**src/rtl/joypad_poller_pkg.sv**
```systemverilog
// joypad_poller_pkg
//   Shared definitions for the joypad poller: CPU register offsets,
//   bridge readback select codes and the poll FSM state encoding.
//   Optional build macro used by the top: JOYPAD_POLLER_DEBOUNCE_EN.
package joypad_poller_pkg;

    // CPU-visible register offsets
    localparam logic [2:0] JP_REG_STATUS   = 3'd0;
    localparam logic [2:0] JP_REG_BUTTONS  = 3'd1;
    localparam logic [2:0] JP_REG_PRESSED  = 3'd2;
    localparam logic [2:0] JP_REG_RELEASED = 3'd3;
    localparam logic [2:0] JP_REG_IRQ_MASK = 3'd4;
    localparam logic [2:0] JP_REG_CTRL     = 3'd5;

    // Bridge readback window selects
    localparam logic [1:0] BR_ADDR_READY  = 2'b00;
    localparam logic [1:0] BR_ADDR_VALID  = 2'b01;
    localparam logic [1:0] BR_ADDR_JOYPAD = 2'b10;

    // Poll FSM state encoding
    typedef enum logic [2:0] {
        ST_IDLE   = 3'd0,
        ST_CHECK  = 3'd1,
        ST_LAUNCH = 3'd2,
        ST_WAIT   = 3'd3,
        ST_VALID  = 3'd4,
        ST_FETCH  = 3'd5,
        ST_UPDATE = 3'd6
    } jp_state_t;

endpackage

```
**src/rtl/joypad_poller_timer.sv**
```systemverilog
// poll_timer
//   Free-running wrap counter that produces the automatic poll tick.
//   Ports:
//     clk  in  - clock
//     rst  in  - asynchronous active-high reset (counter -> 0)
//     tick out - high for the one cycle the counter sits at PERIOD-1
module poll_timer #(
    parameter int unsigned PERIOD = 833_333
) (
    input  logic clk,
    input  logic rst,
    output logic tick
);

    localparam int unsigned CW = (PERIOD > 1) ? $clog2(PERIOD) : 1;

    logic [CW-1:0] r_cnt;

    assign tick = (r_cnt == CW'(PERIOD - 1));

    always_ff @(posedge clk or posedge rst) begin
        if (rst)       r_cnt <= '0;
        else if (tick) r_cnt <= '0;
        else           r_cnt <= r_cnt + 1'b1;
    end

endmodule

```
**src/rtl/joypad_poller.sv**
```systemverilog
// joypad_poller
//   CPU-side polling front end for the NES-over-I2C bridge. Periodically
//   (or on CPU trigger) starts the bridge, reads back the joypad byte,
//   keeps active-high button state, sticky press/release masks and a
//   maskable level interrupt. Byte-wide register file on the peripheral bus.
//   Build option: JOYPAD_POLLER_DEBOUNCE_EN - commit a sample only when it
//   matches the previous poll's sample.
//   Ports:
//     clk, rst            - clock, asynchronous active-high reset
//     br_start            - one-cycle start pulse to the bridge
//     br_addr, br_rdata   - bridge readback select / data (combinational)
//     bus_addr, bus_wen,
//     bus_wdata, bus_rdata- CPU register access (read is combinational)
//     irq                 - level interrupt
module joypad_poller #(
    parameter int unsigned POLL_PERIOD = 833_333,
    parameter int unsigned TIMEOUT     = 2_000_000
) (
    input  logic       clk,
    input  logic       rst,
    output logic       br_start,
    output logic [1:0] br_addr,
    input  logic [7:0] br_rdata,
    input  logic [2:0] bus_addr,
    input  logic       bus_wen,
    input  logic [7:0] bus_wdata,
    output logic [7:0] bus_rdata,
    output logic       irq
);

    import joypad_poller_pkg::*;

    localparam int unsigned TO_W = $clog2(TIMEOUT + 1);

    jp_state_t       r_state, w_state_nxt;
    logic [TO_W-1:0] r_to_cnt;
    logic [7:0]      r_new, r_cur, r_pressed, r_released, r_irq_mask;
    logic            r_auto_en, r_trig_pend, r_have_data, r_timeout_err;

    logic       w_tick, w_timeout, w_enter_check, w_set_timeout;
    logic       w_fetch, w_update, w_commit, w_to_run;
    logic       w_wr_ctrl;
    logic [7:0] w_clr_pressed, w_clr_released;

    poll_timer #(.PERIOD(POLL_PERIOD)) u_poll_timer (
        .clk  (clk),
        .rst  (rst),
        .tick (w_tick)
    );

    assign w_timeout = (r_to_cnt >= TO_W'(TIMEOUT - 1));
    assign w_to_run  = (r_state == ST_CHECK) || (r_state == ST_LAUNCH) || (r_state == ST_WAIT);

    // ---------------- FSM ----------------
    always_ff @(posedge clk or posedge rst) begin
        if (rst) r_state <= ST_IDLE;
        else     r_state <= w_state_nxt;
    end

    always_comb begin
        w_state_nxt   = r_state;
        br_start      = 1'b0;
        br_addr       = BR_ADDR_READY;
        w_set_timeout = 1'b0;
        w_fetch       = 1'b0;
        w_update      = 1'b0;
        case (r_state)
            ST_IDLE:
                if ((w_tick & r_auto_en) | r_trig_pend) w_state_nxt = ST_CHECK;
            ST_CHECK:
                if (br_rdata[0]) begin
                    br_start    = 1'b1;
                    w_state_nxt = ST_LAUNCH;
                end
            ST_LAUNCH:
                w_state_nxt = ST_WAIT;
            ST_WAIT:
                if (br_rdata[0]) begin
                    w_state_nxt = ST_VALID;
                end else if (w_timeout) begin
                    w_set_timeout = 1'b1;
                    w_state_nxt   = ST_IDLE;
                end
            ST_VALID: begin
                br_addr     = BR_ADDR_VALID;
                w_state_nxt = br_rdata[0] ? ST_FETCH : ST_IDLE;
            end
            ST_FETCH: begin
                br_addr     = BR_ADDR_JOYPAD;
                w_fetch     = 1'b1;
                w_state_nxt = ST_UPDATE;
            end
            ST_UPDATE: begin
                w_update    = 1'b1;
                w_state_nxt = ST_IDLE;
            end
            default:
                w_state_nxt = ST_IDLE;
        endcase
    end

    assign w_enter_check = (r_state == ST_IDLE) && (w_state_nxt == ST_CHECK);

    // ---------------- commit qualification ----------------
`ifdef JOYPAD_POLLER_DEBOUNCE_EN
    logic [7:0] r_candidate;

    // Compare against the previous poll's sample, then replace it.
    assign w_commit = w_update && (r_new == r_candidate);

    always_ff @(posedge clk or posedge rst) begin
        if (rst)           r_candidate <= '0;
        else if (w_update) r_candidate <= r_new;
    end
`else
    assign w_commit = w_update;
`endif

    // ---------------- bus write decode ----------------
    assign w_wr_ctrl      = bus_wen && (bus_addr == JP_REG_CTRL);
    assign w_clr_pressed  = (bus_wen && (bus_addr == JP_REG_PRESSED))  ? bus_wdata : '0;
    assign w_clr_released = (bus_wen && (bus_addr == JP_REG_RELEASED)) ? bus_wdata : '0;

    // ---------------- datapath ----------------
    always_ff @(posedge clk or posedge rst) begin
        if (rst) begin
            r_to_cnt      <= '0;
            r_new         <= '0;
            r_cur         <= '0;
            r_pressed     <= '0;
            r_released    <= '0;
            r_irq_mask    <= '0;
            r_auto_en     <= 1'b0;
            r_trig_pend   <= 1'b0;
            r_have_data   <= 1'b0;
            r_timeout_err <= 1'b0;
        end else begin
            if (w_enter_check)              r_to_cnt <= '0;
            else if (w_to_run && !w_timeout) r_to_cnt <= r_to_cnt + 1'b1;

            if (w_fetch) r_new <= ~br_rdata;

            // Set terms are ORed after the W1C mask so a same-cycle event wins.
            r_pressed  <= (r_pressed  & ~w_clr_pressed)  | (w_commit ? (r_new & ~r_cur) : '0);
            r_released <= (r_released & ~w_clr_released) | (w_commit ? (~r_new & r_cur) : '0);

            if (w_commit) begin
                r_cur       <= r_new;
                r_have_data <= 1'b1;
            end

            if (bus_wen && (bus_addr == JP_REG_IRQ_MASK)) r_irq_mask <= bus_wdata;
            if (w_wr_ctrl) r_auto_en <= bus_wdata[0];

            // A trigger written on the same edge the FSM enters CHECK is kept
            // for the following poll rather than being absorbed.
            if (w_wr_ctrl && bus_wdata[1]) r_trig_pend <= 1'b1;
            else if (w_enter_check)        r_trig_pend <= 1'b0;

            if (w_set_timeout)                  r_timeout_err <= 1'b1;
            else if (w_wr_ctrl && bus_wdata[2]) r_timeout_err <= 1'b0;
        end
    end

    // ---------------- read mux / irq ----------------
    always_comb begin
        bus_rdata = '0;
        case (bus_addr)
            JP_REG_STATUS:   bus_rdata = {5'b0, r_timeout_err, (r_state != ST_IDLE), r_have_data};
            JP_REG_BUTTONS:  bus_rdata = r_cur;
            JP_REG_PRESSED:  bus_rdata = r_pressed;
            JP_REG_RELEASED: bus_rdata = r_released;
            JP_REG_IRQ_MASK: bus_rdata = r_irq_mask;
            JP_REG_CTRL:     bus_rdata = {7'b0, r_auto_en};
            default:         bus_rdata = '0;
        endcase
    end

    assign irq = |((r_pressed | r_released) & r_irq_mask);

endmodule
```
**config.mk**
```make
export PLATFORM = sky130hd
export DESIGN_NAME = joypad_poller
export DESIGN_NICKNAME = d
export VERILOG_FILES = /design/src/rtl/joypad_poller_pkg.sv /design/src/rtl/joypad_poller_timer.sv /design/src/rtl/joypad_poller.sv
export SDC_FILE = /design/constraint.sdc
export NUM_CORES = 1
export LEC_CHECK = 0
export CAP_MARGIN = 20
export CELL_PAD_IN_SITES_DETAIL_PLACEMENT = 0
export CELL_PAD_IN_SITES_GLOBAL_PLACEMENT = 1
export CORE_MARGIN = 2
export CORE_UTILIZATION = 40
export DETAILED_ROUTE_END_ITERATION = 12
export PLACE_DENSITY_LB_ADDON = 0.15
export SYNTH_ARGS = -nofsm -noshare
export SYNTH_HDL_FRONTEND = slang
export SYNTH_SLANG_ARGS = --single-unit
```
**constraint.sdc**
```tcl
create_clock -name clk -period 2.96 [get_ports clk]
set_input_delay 0.296 -clock clk [delete_from_list [all_inputs] [get_ports clk]]
set_output_delay 0.296 -clock clk [all_outputs]
set_load 0.01 [all_outputs]
```
* Word-level counts from Yosys, hierarchy flattened
Cells that the tools add are included.
** Word-level totals
- Output and inout bits :: 12
- Input port bits :: 22
- Logic and storage cells :: 87
- Bits in registers :: 88
** Cells by class
- Order comparisons :: 1
- Reductions and logical operators :: 18
- Bitwise logic cells :: 15
- Multiplexer cells :: 26
- Equality and inequality tests :: 13
- Add/sub/neg operators :: 2
** Operators by type and width (count)
- 8-bit one-hot mux with 6 select lines :: 1
- 21-bit 2-to-1 mux :: 2
- 8-bit bitwise AND :: 5
- 8-bit inverter :: 5
- 8-bit 2-to-1 mux :: 4
- 8-bit bitwise OR :: 3
- 21-bit by 1-bit adder with 21-bit output, second input constant :: 1
- 21-bit >= comparator, second input constant :: 1
- 20-bit by 1-bit adder with 20-bit output, second input constant :: 1
- 20-bit equality test, second input constant :: 1
- 20-bit 2-to-1 mux :: 1
- 3-bit one-hot mux with 6 select lines :: 1
- 3-bit equality test, second input constant :: 5
- 3-bit 2-to-1 mux :: 5
- 3-bit by 2-bit equality test with 1-bit output, second input constant :: 4
- 1-bit 2-to-1 mux :: 11
- 3-bit by 1-bit equality test with 1-bit output, second input constant :: 3
- 1-bit logical AND :: 8
- 8-bit OR reduction :: 1
- 3-bit zero test :: 2
- 2-bit nonzero test :: 3
- 2-bit one-hot mux with 2 select lines :: 1
- 3-bit nonzero test :: 1
- 1-bit logical OR :: 2
- other kinds (3) :: 3

* Logic depth before layout (Yosys ltp)
- Depth after elaboration :: 9
- Gate-level depth with buffers :: 8

* Modules after synthesis
From an unflattened synthesis, not the netlist that was laid out.
** Second synthesis, totals
- Cells, all modules :: 480
- Area total of the unflattened synthesis :: 4590.7 um2
** Modules (own cells, without submodules)
- joypad_poller :: cells each 377, instances 1, area an instance 3549.7 um2, seq. area each 1701.6 um2
- poll_timer :: cells each 103, instances 1, area an instance 1041.0 um2, seq. area each 500.5 um2

* Worst setup path after synthesis
Ideal clock, no wire load.
- Path type :: flip-flop to flip-flop
- Start point :: register r_to_cnt[7]
- End point :: register r_state[1]
- Library setup time :: 0.120 ns
- Path buffers :: 2
- Arrival time :: 1.782 ns
- Stages on the path, launching flop included :: 8
- Path slack :: 1.058 ns
- Cells stage by stage :: dfrtp_1 > buf_6 > or3_1 > nor4_2 > a21o_2 > buf_6 > o21ai_0 > a31o_2
** On the way
- Longest elaborated chain between the ends :: 4
** Ends and longest elaborated chain
- start: declaration :: line joypad_poller.sv:36 : logic [TO_W-1:0] r_to_cnt;
- start signal: assignment :: line joypad_poller.sv:139 : else if (w_to_run && !w_timeout) r_to_cnt <= r_to_cnt + 1'b1;
- 21-bit >= comparator :: line joypad_poller.sv:51 : assign w_timeout = (r_to_cnt >= TO_W'(TIMEOUT - 1));
- 3-bit 2-to-1 mux :: line joypad_poller.sv:80 : end else if (w_timeout) begin
- 3-bit 2-to-1 mux :: line joypad_poller.sv:78 : if (br_rdata[0]) begin
- 3-bit one-hot mux with 6 select lines :: line joypad_poller.sv:67 : case (r_state)
- named net w_state_nxt[1] :: line joypad_poller.sv:35 : jp_state_t r_state, w_state_nxt;
- end signal: assignment :: line joypad_poller.sv:57 : else r_state <= w_state_nxt;
- end: declaration :: line joypad_poller.sv:35
The timed path passes the listed nets, and every way through them passes these cells.
A chain may end at the register's enable or synchronous reset.

* Final worst setup path
- Start point :: input port bus_addr[0]
- End point :: output port bus_rdata[5]
** On the way
- Longest elaborated chain between the ends :: 2
- Elaborated cells on any way between the ends :: 7
- Classes of those cells :: 5 x eq/ne; 1 x mux; 1 x reduce/logical
** Ends and longest elaborated chain
- start: declaration :: line joypad_poller.sv:24 : input logic [2:0] bus_addr,
- 3-bit equality test, or another cell as far along :: line joypad_poller.sv:168 : case (bus_addr)
- 8-bit one-hot mux with 6 select lines (*) :: line joypad_poller.sv:168
- end: declaration :: line joypad_poller.sv:27 : output logic [7:0] bus_rdata,
Every way passes the cells marked *; elsewhere a longest branch is shown, timed or not.

==> flow_summary.toml <==
[routing]
drt_iter0_drc = 225
ant_nets = 0
drcViolationCount = 0
wirelength_mm = 10.7
num_vias = 3613
first_pass_iters = 4
drt-wirelength-per-cell_um = 16.4
post_drt_via_cell_ratio = 5.53

[yosys]
synth-edff-count = 0
synth-seq-cells = 88
synthArstFlopShare = 1.00
yosysSeqAreaShare = 0.481
synth_fp_nets = 500
avgSynthCellArea_um2 = 9.64
ys_warn_count = 0
synth_cell_types = 57
synth_area_mm2 = 0.00458
synth-main-ff-cell = "dfrtp_1"
syn_inst = 475

[floorplan]
core.rowCount = 39
die-area_mm2 = 0.0123
ios = 34
die_height_um = 111
coreArea_mm2 = 0.0113
start_util = 0.406
die_width_um = 111

[cells_and_area]
layout-drive-gt1-share = 0.102
fin_nets = 531
fillers = 1083
syn_to_final_growth_pct = 17.0
final_cells = 653
diodes = 0

[power_and_ir_drop]
leakagePower_nw = 2.27
peakVddDrop_v = 0.000313
p_sw_mw = 1.30
p_sw_frac = 0.325
cellPowerDensity_mw_per_mm2 = 748
clkPwrFrac = 0.286
p_seq_frac = 0.458
p_comb_frac = 0.256
intPower_mw = 2.71

[critical_path]
path_class = "input pin to output port"
cp.required_ns = 2.66
start_kind = "input pin"
crit_path_end_kind = "output port"
path_common_cell = "clkdlybuf4s50_1"
cpPeakStageDelay_ns = 0.81
cp_max_fo = 14
cp.arrival_ns = 2.31
cpMaxStageDelayCell = "clkdlybuf4s50_1"
crit_chain = "clkdlybuf4s50_1 > nor2b_1 > a22oi_1 > o21ai_0 > clkdlybuf4s50_1"

[place]
hpwl_mm = 7.53
dp.cells = 638
pre_cts_slack_ns = 0.376
gp_congestion = 0.768
portBuffers = 33

[grt]
grt_use_met2 = 0.295
grt.total_usage = 0.186
gr-max-usage-layer = "met2"
grt_pass1_vias = 3538
gr-total-overflow = 0
grtUsageMet3 = 0.0312
grt_max_degree = 36
antenna_found_initial = 0
grt_pass1_wl_mm = 18.4
use_met1 = 0.249

[clock_network]
clk_latency_ns = 0.35
cts_hold_buf = 0
cts_setup_buffers = 0
clock-sinks = 88
cts_max_level = 3
clk_path_buf_depth = 2
cts_made_buffers = 9
cts_resized = 0
cts-root-buf = "clkbuf_16"
cts_tree = "built"
cts.clk_slew.worst_paths_ns = 0.06

[run_status]
status = "complete, no violations"

[sta]
worstMarginPinSlew_ns = 0.966
setup_viol = 0
slew_headroom = 0.356
period_needed_ns = 2.61
rsz0062_at_grt = "no"
finalHoldViolCount = 0
setup_ws_ns = 0.350
maxSlewViolCount = 0
skew_ns = 0.00762
finalCritPeriodShare = 0.882
setup_tns_ns = 0
maxClockFrequency_mhz = 383

[run]
cap_violations = 0

[worst_hold_path]
hold_path.class = "input pin to async pin"
-- routing by layer --
metal  wire length [um]  up-vias
met2               5190       43
li1                   -     1785
met3                228       14
met5                  0        -
met1               5060     1771
met4                230        0
-- worst max-delay path: cells and delay by family --
| family | cells | cell delay, ns |
|---|---|---|
| compound gates | 2 | 0.31 |
| simple gates | 1 | 0.33 |
| buf+inv | 2 | 1.37 |
-- power by group through the flow --
stage	Combinational (mW)	Clock [mW]	Sequential, mW
finish	1.03	1.15	1.83
global route	1.16	1.24	1.89
CTS	1.04	1.18	1.84
detailed placement	1.04	0	1.86
global placement	1.01	0	1.85
floorplan	0.785	0	1.71
-- cell usage in the layout (no fill, tap or decap), drive strengths merged, types with 11 or more instances in the layout --
cell type and n:
a21oi 14, nand2 72, dfrtp 88, or4 11, nand3 16, clkdlybuf4s50 33, nand4 14, nor2 28
mux2 12, o21ai 35, inv 25, mux2i 11, o31ai 12, a32o 17
-- area by class of cell --
type	instances	area (um^2)	share of cell area
Inverter	26	98.8	0.0184
Timing Repair Buffer	43	418	0.0780
Clock buffer	10	239	0.0446
Tap cell	143	179	0.0334
Clock inverter	5	57.6	0.0107
Multi-Input combinational cell	338	2160	0.404
Sequential cell	88	2200	0.411
-- registers in the layout, indices dropped and copies added, names as in the netlist --
signal,flops
r_auto_en,1
r_cur,8
r_have_data,1
r_irq_mask,8
r_new,8
r_pressed,8
r_released,8
r_state,3
r_timeout_err,1
r_to_cnt,21
r_trig_pend,1
u_poll_timer.r_cnt,20
-- cells by family (layout without fill, tap and decap cells) --
group,count (synthesis),count (layout),share of synthesized area
compound gates,105,105,0.159
xor+xnor,16,16,0.0306
fa+ha+maj,3,3,0.00820
buf+inv,49,84,0.0481
flops,88,88,0.481
mux,24,24,0.0585
simple gates,190,190,0.215
-- synthesized netlist by cell type, drive strengths merged, types with 2 or more instances --
cell type	n	area share
a22o	2	0.0038
ha	3	0.0082
or3	3	0.0041
inv	26	0.021
clkbuf	14	0.012
and2	3	0.0041
o31ai	12	0.020
and4	4	0.0076
a31o	2	0.0038
a21o	2	0.0036
and3	8	0.011
buf	9	0.015
nand2b	3	0.0041
nand4b	2	0.0038
xor2	9	0.017
nor2	28	0.023
nor3b	3	0.0049
o21ai	35	0.038
nor4b	2	0.0038
a32o	17	0.037
a21oi	14	0.015
nor4	4	0.0096
nand4	14	0.019
dfrtp	88	0.48
mux2i	11	0.024
xnor2	7	0.013
a22oi	6	0.0098
nand2	72	0.059
or2	3	0.0041
mux2	12	0.030
nand3	16	0.017
o22ai	2	0.0027
nor3	4	0.0044
or4	11	0.018
o211ai	6	0.0098
nor2b	6	0.0082
-- final timing paths --
check / startpoint / endpoint / slack (ns) / depth (start not counted)
setup / recovery: bus_addr[0] / bus_rdata[5] / 0.35 / 5
hold / removal: rst / r_pressed[5] / 0.33 / 2
setup reg to reg: u_poll_timer.r_cnt[0] / r_state[0] / 0.63 / 7
hold reg to reg: r_have_data / r_have_data / 0.49 / 1
max in group asynchronous: rst / r_to_cnt[5] / 1.88 / 3
min in group clk: r_have_data / r_have_data / 0.49 / 1
-- per-stage QoR --
step                hold slack, ns  utilization  power (mW)  cell area, um^2
finish                       0.334        0.475        4.01             5360
global route                 0.380        0.475        4.29             5360
CTS                          0.342        0.475        4.06             5360
detailed placement           0.458        0.449        2.90             5060
global placement             0.460        0.449        2.85             5060
floorplan                    0.408            -        2.49             4580
No activity file was read; power rests on OpenSTA's default activity.
